===== src/rtl/fft_host_seq.sv =====
// Host-side sequencer for the FFT controller: accepts one job, waits for the
// controller to go idle, writes config, starts it, counts output samples,
// then soft-stops, waits for the drain and reports done or error.
module fft_host_seq #(
    parameter int CNT_W   = 16,
    parameter int TIMEOUT = 1024
) (
    input  logic             clk,
    input  logic             rst_n,
    input  logic             job_valid,
    output logic             job_ready,
    input  logic [31:0]      job_config,
    input  logic [CNT_W-1:0] job_samples,
    input  logic             abort,
    output logic [31:0]      out_config,
    output logic [31:0]      out_command,
    output logic [1:0]       config_valid,
    input  logic [31:0]      status,
    input  logic             out_sample_valid,
    output logic             busy,
    output logic             done,
    output logic             error,
    output logic [CNT_W-1:0] samples_seen
);

    localparam int TW = $clog2(TIMEOUT + 1);

    typedef enum logic [3:0] {
        S_IDLE,
        S_WAIT_IDLE,
        S_CONFIG,
        S_START,
        S_RUN,
        S_STOP,
        S_DRAIN,
        S_DONE,
        S_ERR
    } state_t;

    state_t           state;
    state_t           state_next;
    logic [31:0]      cfg;
    logic [CNT_W-1:0] target;
    logic [CNT_W-1:0] cnt_inc;
    logic [TW-1:0]    tmo;
    logic             tmo_hit;
    logic             cnt_en;
    logic             accept;
    logic             ctrl_idle;
    logic             unused_status;

    // Saturating increment so a runaway sample stream cannot wrap the count.
    function automatic logic [CNT_W-1:0] sat_inc(input logic [CNT_W-1:0] v);
        return (&v) ? v : v + CNT_W'(1);
    endfunction

    // Only bit 0 of the controller status carries meaning here.
    assign ctrl_idle     = status[0];
    assign unused_status = ^status[31:1];

    assign accept  = (state == S_IDLE) && job_valid;
    assign cnt_en  = out_sample_valid &&
                     ((state == S_RUN) || (state == S_STOP) || (state == S_DRAIN));
    assign cnt_inc = sat_inc(samples_seen);
    assign tmo_hit = (tmo == TW'(TIMEOUT - 1)) && !ctrl_idle;

    // State register.
    always_ff @(posedge clk or negedge rst_n) begin
        if (!rst_n) begin
            state <= S_IDLE;
        end else begin
            state <= state_next;
        end
    end

    // Next-state logic; controller-idle wins over a timeout in the same cycle.
    always_comb begin
        state_next = state;
        case (state)
            S_IDLE: begin
                if (job_valid) begin
                    state_next = (job_samples == '0) ? S_ERR : S_WAIT_IDLE;
                end
            end
            S_WAIT_IDLE: begin
                if (ctrl_idle) begin
                    state_next = S_CONFIG;
                end else if (tmo_hit) begin
                    state_next = S_ERR;
                end
            end
            S_CONFIG: state_next = S_START;
            S_START:  state_next = S_RUN;
            S_RUN: begin
                if (abort || (out_sample_valid && (cnt_inc == target))) begin
                    state_next = S_STOP;
                end
            end
            S_STOP: state_next = S_DRAIN;
            S_DRAIN: begin
                if (ctrl_idle) begin
                    state_next = S_DONE;
                end else if (tmo_hit) begin
                    state_next = S_ERR;
                end
            end
            S_DONE:  state_next = S_IDLE;
            S_ERR:   state_next = S_IDLE;
            default: state_next = S_IDLE;
        endcase
    end

    // Job latches and sample counter; the count holds after DONE/ERR until the next accept.
    always_ff @(posedge clk or negedge rst_n) begin
        if (!rst_n) begin
            cfg          <= '0;
            target       <= '0;
            samples_seen <= '0;
        end else if (accept) begin
            cfg          <= job_config;
            target       <= job_samples;
            samples_seen <= '0;
        end else if (cnt_en) begin
            samples_seen <= cnt_inc;
        end
    end

    // Timeout counter runs only in the two waiting states, so it restarts on every entry.
    always_ff @(posedge clk or negedge rst_n) begin
        if (!rst_n) begin
            tmo <= '0;
        end else if ((state == S_WAIT_IDLE) || (state == S_DRAIN)) begin
            tmo <= tmo + TW'(1);
        end else begin
            tmo <= '0;
        end
    end

    // Outputs decoded purely from registered state.
    always_comb begin
        config_valid = 2'd0;
        out_command  = 32'd0;
        case (state)
            S_CONFIG: config_valid = 2'd1;
            S_START: begin
                config_valid = 2'd2;
                out_command  = 32'd1;
            end
            S_STOP: begin
                config_valid = 2'd2;
                out_command  = 32'd2;
            end
            default: ;
        endcase
    end

    assign out_config = cfg;
    assign job_ready  = (state == S_IDLE);
    assign busy       = (state != S_IDLE);
    assign done       = (state == S_DONE);
    assign error      = (state == S_ERR);

endmodule


===== config.mk =====
export PLATFORM = sky130hd
export DESIGN_NAME = fft_host_seq
export DESIGN_NICKNAME = d
export VERILOG_FILES = /design/src/rtl/fft_host_seq.sv
export SDC_FILE = /design/constraint.sdc
export NUM_CORES = 1
export LEC_CHECK = 0
export BUFFER_PORTS_ARGS = -buffer_cell sky130_fd_sc_hd__buf_2
export CAP_MARGIN = 20
export CORE_MARGIN = 3
export CORE_UTILIZATION = 44
export CTS_CLUSTER_SIZE = 24
export DETAILED_ROUTE_END_ITERATION = 10
export GPL_TIMING_DRIVEN = 0
export PLACE_DENSITY = 0.85
export SLEW_MARGIN = 10
export SYNTH_ARGS = -nofsm -noshare
export SYNTH_HDL_FRONTEND = slang
export SYNTH_SLANG_ARGS = --single-unit

===== constraint.sdc =====
create_clock -name clk -period 2.5 [get_ports clk]
set_input_delay 0.5 -clock clk [delete_from_list [all_inputs] [get_ports clk]]
set_output_delay 0.5 -clock clk [all_outputs]
set_load 0.005 [all_outputs]

==> flow_metrics.py, run 1 <==
metrics = {
    "run_status": {
        "status": "finished with violations",
        "violations": "setup timing",
    },
    "placement": {
        "dp.cells": 779,
        "placed_cell_area_um2": 5180,
        "gp_congestion": 0.931,
        "io_buffers": 109,
        "dp_hpwl_um": 8410,
    },
    "pwr": {
        "p_leak_uw": 0.00296,
        "power_switching_uw": 1920,
        "p_int_uw": 3140,
        "vdd_ir_drop_max_v": 0.000547,
        "pwr-share-clk": 0.204,
        "power_density_nw_per_um2": 895,
        "p_seq_frac": 0.395,
        "swShare": 0.379,
        "p_comb_frac": 0.401,
    },
    "drt": {
        "wirelength_um": 11700,
        "drcViolationCount": 0,
        "drt_iter0_drc": 361,
        "via_per_inst": 5.11,
        "firstDrtPassIters": 5,
        "ant_nets": 0,
        "via_count": 4153,
        "routedWlPerCell_um": 14.4,
    },
    "yosys": {
        "synth_cell_type_count": 50,
        "synth_top_area_share": 0.458,
        "yosysWarnings": 0,
        "async_flop_share": 1.00,
        "avgSynthCellArea_um2": 8.45,
        "synth.most_common_cell": "nand2_1",
        "synthTopCellsByArea": "dfrtp_1 46%, nand2_1 14%, buf_4 5.4%",
        "syn_inst": 511,
        "synth_seq_cells": 79,
        "seq_area_frac_synth": 0.458,
        "netlist_top_cells_count": "163 x nand2_1, 79 x dfrtp_1, 35 x nor2_1, 31 x buf_4, 20 x o21ai_0",
        "synth-edff-count": 0,
        "yosysTopAreaCell": "dfrtp_1",
        "syn_area_um2": 4320,
        "synth_ff_type": "dfrtp_1",
    },
    "timing": {
        "hold_viol": 0,
        "layout_setup_ws_ns": -0.0965,
        "fin_skew_ns": 0.0131,
        "post-route-min-period_ns": 2.60,
        "max_slew_margin": 0.608,
        "drv_slew": 0,
        "setup_tns_ns": -0.105,
        "fmax_mhz": 385,
        "setup_viol": 2,
        "rsz0062_at_grt": "true",
        "worst_pin_slew_ns": 0.584,
        "period_share": 1.04,
    },
    "finish": {
        "diodes": 0,
        "finalNonFillerCells": 812,
        "drive_above_1_share": 0.310,
        "final_core_util": 0.603,
        "fin_area_um2": 5650,
        "syn_to_final_growth_pct": 30.8,
        "fin_nets": 766,
    },
    "floorplan": {
        "die_w_um": 105,
        "io_pins": 171,
        "die_area_um2": 11000,
        "coreArea_um2": 9370,
        "rows": 35,
        "floorplan.initialDensity": 0.461,
        "dieHeight_um": 105,
    },
    "clock_tree": {
        "cts_buffers": 9,
        "cts.htree.levels": 3,
        "cts_sinks": 79,
        "clkTransAtPathRegs_ns": 0.09,
        "cts.path.max_buffers": 2,
        "insertion_delay_ns": 0.36,
        "cts_tree": "done",
        "clock-root-buffer": "clkbuf_8",
    },
    "grt": {
        "grt_pass1_wl_um": 18700,
        "antenna_found_initial": 0,
        "grt_usage": 0.207,
        "grt-ovfl-total": 0,
        "grt_max_degree": 64,
        "grt_pass1_vias": 3912,
    },
    "worst_setup_path": {
        "cp.required_ns": 2.77,
        "critical_path.endpoint_type": "flop",
        "start_kind": "flop",
        "critical_path_class": "reg -> reg",
        "worst_ep_arrival_time_ns": 2.86,
        "cp_max_fo": 6,
    },
    "job": {
        "max_cap_violations": 0,
    },
    "hold_path": {
        "hold_path_class": "in -> async",
    },
}
worst paths after layout:
check,from,end,slack [ns],cells after the start
setup / recovery,samples_seen[1],state[0],-0.1,9
setup reg to reg,samples_seen[1],state[0],-0.1,9
hold / removal,rst_n,samples_seen[8],0.01,1
min in group clk,job_config[8],out_config[8],0.33,3
max in group asynchronous,rst_n,samples_seen[0],1.90,2
hold reg to reg,out_config[16],out_config[16],0.47,2
logic make-up after synthesis:
kind of cell,synth area share
other,0.000868
XOR/XNOR,0.0608
buffers and inverters,0.0849
AO/OA/AOI/OAI,0.0823
multiplexers,0.0168
flip-flops,0.458
adder cells (fa/ha/maj),0.00579
AND/OR/NAND/NOR,0.291
flip-flops by register name, summed over array words and instances (netlist names):
register and flops:
out_config 32, state 4, samples_seen 16, target 16, tmo 11
per-layer routing:
metal | vias to the layer above | GRT usage | wire, um
met3 | 40 | 0.0340 | 918
met5 | - | 0 | 0
met1 | 1916 | 0.275 | 4930
met4 | 0 | 0.108 | 421
li1 | 1980 | - | -
met2 | 217 | 0.325 | 5430
metrics by stage:
| step | worst slack [ns] | total power [uW] | hold WS [ns] |
|---|---|---|---|
| 3_3_place_gp | -0.452 | 3830 | 0.446 |
| 5_1_grt | -0.191 | 5440 | 0.0150 |
| 2_1_floorplan | 0.0116 | 3200 | 0.204 |
| 4_1_cts | -0.00691 | 5020 | 0.00929 |
| 6_report | -0.0965 | 5060 | 0.0101 |
| 3_5_place_dp | -0.544 | 3940 | 0.394 |
power by group through the flow:
stage	Combinational (uW)	Sequential [uW]	Clock, uW
floorplan	1210	1990	0
global placement	1830	2000	0
detailed placement	1920	2020	0
CTS	1980	1990	1050
global route	2290	2050	1100
finish	2030	2000	1030
final cells by class:
type	count	area, um2
Fill cell	805	3720
Multi-Input combinational cell	396	2180
Sequential cell	79	1990
Timing Repair Buffer	129	718
Buffer	55	357
Tap cell	129	161
Clock buffer	10	128
Clock inverter	5	81.3
Inverter	9	33.8
critical path: stages (launching register included):
cell	delay, ns
dfrtp_2	0.40
ha_4	0.19
nand3_4	0.12
buf_4	0.17
or4_4	0.57
nand2b_4	0.10
a21oi_1	0.08
nor4_2	0.37
nand4_1	0.24
a211oi_2	0.26
cells in the final DEF (no fill, tap or decap), types with 13 or more instances in the layout:
cell type  count
o21ai_0       20
buf_2        108
conb_1        30
xor2_1        16
xnor2_1       14
clkbuf_1      13
dfrtp_1       72
nor2_1        35
buf_4         52
nand2_1      162
repair_timing:
item,4_1_cts,5_1_grt
resized for setup,14,21
setup endpoints to repair,18,14
hold buffers,0,0
setup buffers,6,13
pin swaps,6,12
No activity file was read; power rests on OpenSTA's default activity.
==> run 2, diff against run 1 <==
RECOVER_POWER = 100   (was not set)
==> run 2 against run 1 <==
Net effect:
- the flow still finishes with violations (setup timing)
- cell count stayed put
- combinational power about the same
- routed wire length increased by 0.62%
==> flow_metrics.py, run 2 (same netlist as run 1, synthesis figures left out) <==
metrics = {
    "grt": {
        "grt_pass1_wl_um": 18700,
        "antenna_found_initial": 0,
        "grt-ovfl-total": 0,
        "grt_max_degree": 64,
        "grt_usage": 0.207,
        "grt_pass1_vias": 3912,
    },
    "finish": {
        "final_cell_mix": "162 x nand2_1, 86 x buf_2, 72 x dfrtp_1",
        "fin_nets": 766,
        "multi_input_area_um2": 2180,
        "final-seq-area_um2": 1990,
        "fill_cells": 819,
        "largest_reg_flops": 32,
        "drive_above_1_share": 0.277,
        "mostFrequentLayoutCell": "nand2_1",
        "syn_to_final_growth_pct": 30.1,
        "diodes": 0,
        "finalNonFillerCells": 812,
    },
    "timing": {
        "setup_viol": 2,
        "rsz0062_at_grt": "true",
        "hold_viol": 0,
        "fmax_mhz": 386,
        "post-route-min-period_ns": 2.59,
        "max_slew_margin": 0.252,
        "worst_pin_slew_ns": 1.12,
        "layout_setup_ws_ns": -0.0939,
        "holdWs_ns": 0.329,
        "drv_slew": 0,
        "period_share": 1.04,
        "fin_skew_ns": 0.0137,
    },
    "pwr": {
        "p_comb_frac": 0.397,
        "pwr-share-clk": 0.205,
        "p_leak_uw": 0.00288,
        "vdd_ir_drop_max_v": 0.000532,
        "swShare": 0.382,
        "power_switching_uw": 1920,
        "p_seq_frac": 0.398,
        "p_int_uw": 3100,
        "power_density_nw_per_um2": 894,
    },
    "clock_tree": {
        "insertion_delay_ns": 0.36,
        "cts_buffers": 9,
        "cts.htree.levels": 3,
        "cts_tree": "done",
        "cts.path.max_buffers": 2,
        "clock-root-buffer": "clkbuf_8",
        "clkTransAtPathRegs_ns": 0.09,
        "cts_sinks": 79,
    },
    "worst_setup_path": {
        "slowest_delay_ns": 0.57,
        "crit_path_end": "state[0]",
        "path_delay_family": "simple AND/OR/NAND/NOR gates",
        "cp.required_ns": 2.77,
        "path_depth": 9,
        "cp_num_buf_inv": 1,
        "cp_max_fo": 6,
        "rrSetupSlack_ns": -0.09,
        "worst_ep_arrival_time_ns": 2.86,
        "critical_path.endpoint_type": "flop",
        "crit_chain": "ha_4, nand3_4, buf_4, or4_4, nand2b_4, a21oi_1, nor4_2, nand4_1, a211oi_2",
        "worstReg2RegEnd": "state[0]",
        "critical_path_class": "reg -> reg",
        "rr_worst_depth": 9,
        "cpMaxStageDelayCell": "or4_4",
        "r2r-start": "samples_seen[1]",
        "start_kind": "flop",
        "startpoint": "samples_seen[1]",
    },
    "job": {
        "max_cap_violations": 0,
    },
    "drt": {
        "routedWlPerCell_um": 14.5,
        "via_per_inst": 5.09,
        "ant_nets": 0,
        "drt_iter0_drc": 349,
        "wirelength_um": 11800,
        "firstDrtPassIters": 7,
        "drcViolationCount": 0,
        "via_count": 4133,
    },
    "floorplan": {
        "io_pins": 171,
        "dieHeight_um": 105,
        "floorplan.initialDensity": 0.461,
        "die_w_um": 105,
        "coreArea_um2": 9370,
        "rows": 35,
        "die_area_um2": 11000,
    },
    "hold_path": {
        "hold_path_class": "in -> async",
    },
    "placement": {
        "dp.cells": 779,
        "gp_congestion": 0.931,
        "dp_hpwl_um": 8410,
        "io_buffers": 109,
    },
    "run_status": {
        "status": "finished with violations",
        "violations": "setup timing",
    },
}
## run 2: changes by cell type in the layout (fill, tap and decap cells not counted)
cell      previous run  this run
buf_2              108        86
buf_4               52        51
clkbuf_1            13        36
## run 2: power by group through the flow
stage	sequential, uW	combinational, uW	clock [uW]
finish	2000	2000	1030
global route	2060	2260	1100
CTS	1990	1980	1050
detailed placement	2020	1920	0
global placement	2000	1830	0
floorplan	1990	1210	0
## run 2: area by class of cell
cell class / instances / share of cell area
multi-input cells: 396 / 0.389
flip-flops and latches: 79 / 0.353
repair buffers: 129 / 0.122
plain buffers: 55 / 0.0635
well taps: 129 / 0.0287
clock buffers: 10 / 0.0227
clock inverters: 5 / 0.0145
inverters: 9 / 0.00601
## run 2: worst min path at each step
stage / cells past startpoint / end / startpoint / slack, ns
6_report: 1 / samples_seen[8] / rst_n / 0.33
5_1_grt: 3 / out_config[25] / job_config[25] / 0.33
4_1_cts: 1 / samples_seen[8] / rst_n / 0.009
3_5_place_dp: 1 / target[5] / rst_n / 0.39
3_3_place_gp: 1 / tmo[0] / tmo[0] / 0.45
2_1_floorplan: 0 / out_config[0] / rst_n / 0.20
## run 2: routing by layer
| metal | GRT usage | vias up | part of all wire |
|---|---|---|---|
| li1 | - | 1977 | - |
| met3 | 0.0340 | 39 | 0.089 |
| met4 | 0.108 | 0 | 0.034 |
| met1 | 0.275 | 1888 | 0.41 |
| met2 | 0.325 | 229 | 0.46 |
| met5 | 0 | - | 0 |
## run 2: through the flow
stage          power [uW]   util   TNS, ns  setup WS, ns  instance area (um2)
2_1_floorplan        3200      -         0        0.0116                 4440
3_3_place_gp         3830  0.549    -0.939        -0.452                 5150
3_5_place_dp         3940  0.553     -1.60        -0.544                 5180
4_1_cts              5020  0.584  -0.00691      -0.00691                 5480
5_1_grt              5410  0.599    -0.283        -0.191                 5620
6_report             5020  0.599    -0.100       -0.0939                 5620
## run 2: repair_timing
action | 4_1_cts | 5_1_grt
pin swaps | 6 | 12
gates resized for setup | 14 | 21
cloned | 0 | 0
buffers inserted | 6 | 13
endpoints found under the setup margin | 18 | 14
hold buffers | 0 | 0
==> run 3, diff against run 2 <==
CORE_UTILIZATION = 50   (was 44)
PLACE_DENSITY = 0.91   (was 0.85)
clock period = 3.1 ns   (was 2.5 ns; I/O delays follow)
==> run 3 against run 2 <==
Net effect:
- the flow finishes with violations (capacitance limit, slew limit)
- cell area fell by 6.4%
- worst setup slack improved by 0.28 ns
- via count shrank 1.3%
- largest power group unchanged
- sequential share of layout area grew 2.2 points
- sequential cell count unchanged
- critical path depth unchanged
==> flow_metrics.py, run 3 (same netlist as run 1, synthesis figures left out) <==
metrics = {
    "run_status": {
        "violations": "capacitance limit, slew limit",
        "status": "finished with violations",
    },
    "drt": {
        "drt-met1-wl_um": 4410,
        "route.met3.wl_um": 1080,
        "wl_met2_um": 5310,
        "firstDrtPassIters": 5,
        "drcViolationCount": 0,
        "via_per_inst": 5.29,
        "highest_layer": "met4",
        "via_count": 4080,
        "ant_nets": 0,
        "drt_iter0_drc": 293,
        "wirelength_um": 11100,
        "routedWlPerCell_um": 14.4,
    },
    "timing": {
        "fin_skew_ns": 0.00859,
        "period_share": 0.941,
        "fmax_mhz": 343,
        "drv_slew": 64,
        "worst_pin_slew_ns": 1.54,
        "post-route-min-period_ns": 2.92,
        "rsz0062_at_grt": "false",
        "hold_viol": 0,
        "max_slew_margin": -0.0253,
        "holdWs_ns": 0.343,
        "setup_viol": 0,
        "setup_tns_ns": 0,
    },
    "finish": {
        "final_cell_mix": "163 x nand2_1, 82 x buf_2, 79 x dfrtp_1",
        "diodes": 0,
        "fin_nets": 748,
        "drive_above_1_share": 0.215,
        "largest_reg_flops": 32,
        "syn_to_final_growth_pct": 21.8,
        "mostFrequentLayoutCell": "nand2_1",
    },
    "floorplan": {
        "dieHeight_um": 98.9,
        "coreArea_um2": 8300,
        "rows": 33,
        "io_pins": 171,
        "floorplan.initialDensity": 0.520,
        "die_w_um": 98.9,
        "die_area_um2": 9790,
    },
    "worst_setup_path": {
        "critical_path.endpoint_type": "flop",
        "worst_ep_arrival_time_ns": 3.18,
        "cp.required_ns": 3.36,
        "start_kind": "flop",
        "cp_max_fo": 10,
        "cp_num_buf_inv": 1,
        "crit_chain": "ha_2, nand3_2, nor4_1, clkbuf_2, nor2_1, xnor2_1, nor4_2, nand4_1, a211oi_2",
        "critical_path_class": "reg -> reg",
        "slowest_delay_ns": 0.48,
        "cpMaxStageDelayCell": "dfrtp_1",
        "path_delay_family": "simple AND/OR/NAND/NOR gates",
    },
    "pwr": {
        "p_leak_uw": 0.00270,
        "vdd_ir_drop_max_v": 0.000444,
        "power_density_nw_per_um2": 727,
    },
    "grt": {
        "grt_usage": 0.229,
        "grt_pass1_wl_um": 18200,
        "grt_pass1_vias": 3797,
        "grt_max_degree": 64,
        "grt-ovfl-total": 0,
        "antenna_found_initial": 0,
    },
    "clock_tree": {
        "cts_sinks": 79,
        "ctsHoldBuffers": 0,
        "cts_buffers": 9,
        "insertion_delay_ns": 0.35,
        "cts_tree": "done",
        "clkTransAtPathRegs_ns": 0.08,
        "cts.htree.levels": 3,
        "cts_setup_buffers": 0,
        "clock-root-buffer": "clkbuf_8",
        "cts.path.max_buffers": 2,
    },
    "placement": {
        "gp_congestion": 0.957,
        "dp_hpwl_um": 8330,
        "io_buffers": 109,
    },
    "job": {
        "max_cap_violations": 1,
    },
    "hold_path": {
        "hold_path_class": "in -> async",
    },
}
## run 3: cell count changes in the layout (fill, tap and decap cells not counted), moves of 3 or more
cell	previous run	this run
clkbuf_1	36	47
clkbuf_4	3	0
buf_4	51	31
dfrtp_2	7	0
buf_2	86	82
dfrtp_1	72	79
nor4_1	6	9
## run 3: cell type report
class | instances | area, um2
Multi-Input combinational cell | 396 | 2100
Tap cell | 105 | 131
Clock inverter | 5 | 32.5
Inverter | 9 | 33.8
Clock buffer | 11 | 141
Sequential cell | 79 | 1980
Buffer | 56 | 334
Fill cell | 703 | 3040
Timing Repair Buffer | 110 | 510
## run 3: worst register-to-register path, delay by kind of cell (launching register included)
kind	cells	cell delay (ns)
and+or+nand+nor	5	1.31
buffers and inverters	1	0.28
adders and majority gates	1	0.33
xor gates and xnor gates	1	0.16
AOI/OAI and AO/OA	1	0.26
DFF	1	0.48
## run 3: power breakdown
group | switching (uW) | internal, uW | total [uW]
sequential | 251 | 1360 | 1620
combinational | 891 | 626 | 1520
clock | 378 | 313 | 692
## run 3: layer usage
| metal | up-vias | track usage |
|---|---|---|
| met1 | 1872 | 0.297 |
| met4 | 0 | 0.106 |
| met2 | 229 | 0.367 |
| met5 | - | 0 |
| met3 | 34 | 0.0502 |
| li1 | 1945 | - |
## run 3: through the flow
step | instance area [um2] | total power [uW] | setup WS [ns] | utilization | std cells
CTS | 5310 | 3860 | 0.0567 | 0.640 | 771
finish | 5260 | 3820 | 0.184 | 0.634 | 771
floorplan | 4430 | 2560 | 0.515 | - | 540
global placement | 5100 | 3060 | 0.0691 | 0.615 | 754
detailed placement | 5130 | 3160 | -0.00521 | 0.619 | 755
global route | 5260 | 4120 | 0.00376 | 0.634 | 771
## run 3: final timing paths
path,start,end,slack [ns],cells past startpoint
worst max-delay path,samples_seen[1],state[0],0.18,9
worst min-delay path,rst_n,out_config[3],0.34,1
worst min register to register,out_config[22],out_config[22],0.48,2
worst max register to register,samples_seen[1],state[0],0.18,9
min in group clk,job_config[15],out_config[15],0.46,3
max in group asynchronous,rst_n,samples_seen[7],0.76,2
## run 3: repair_timing
item / 4_1_cts / 5_1_grt
endpoints found under the setup margin: 2 / 2
pin swaps: 0 / 0
gates resized for setup: 1 / 3
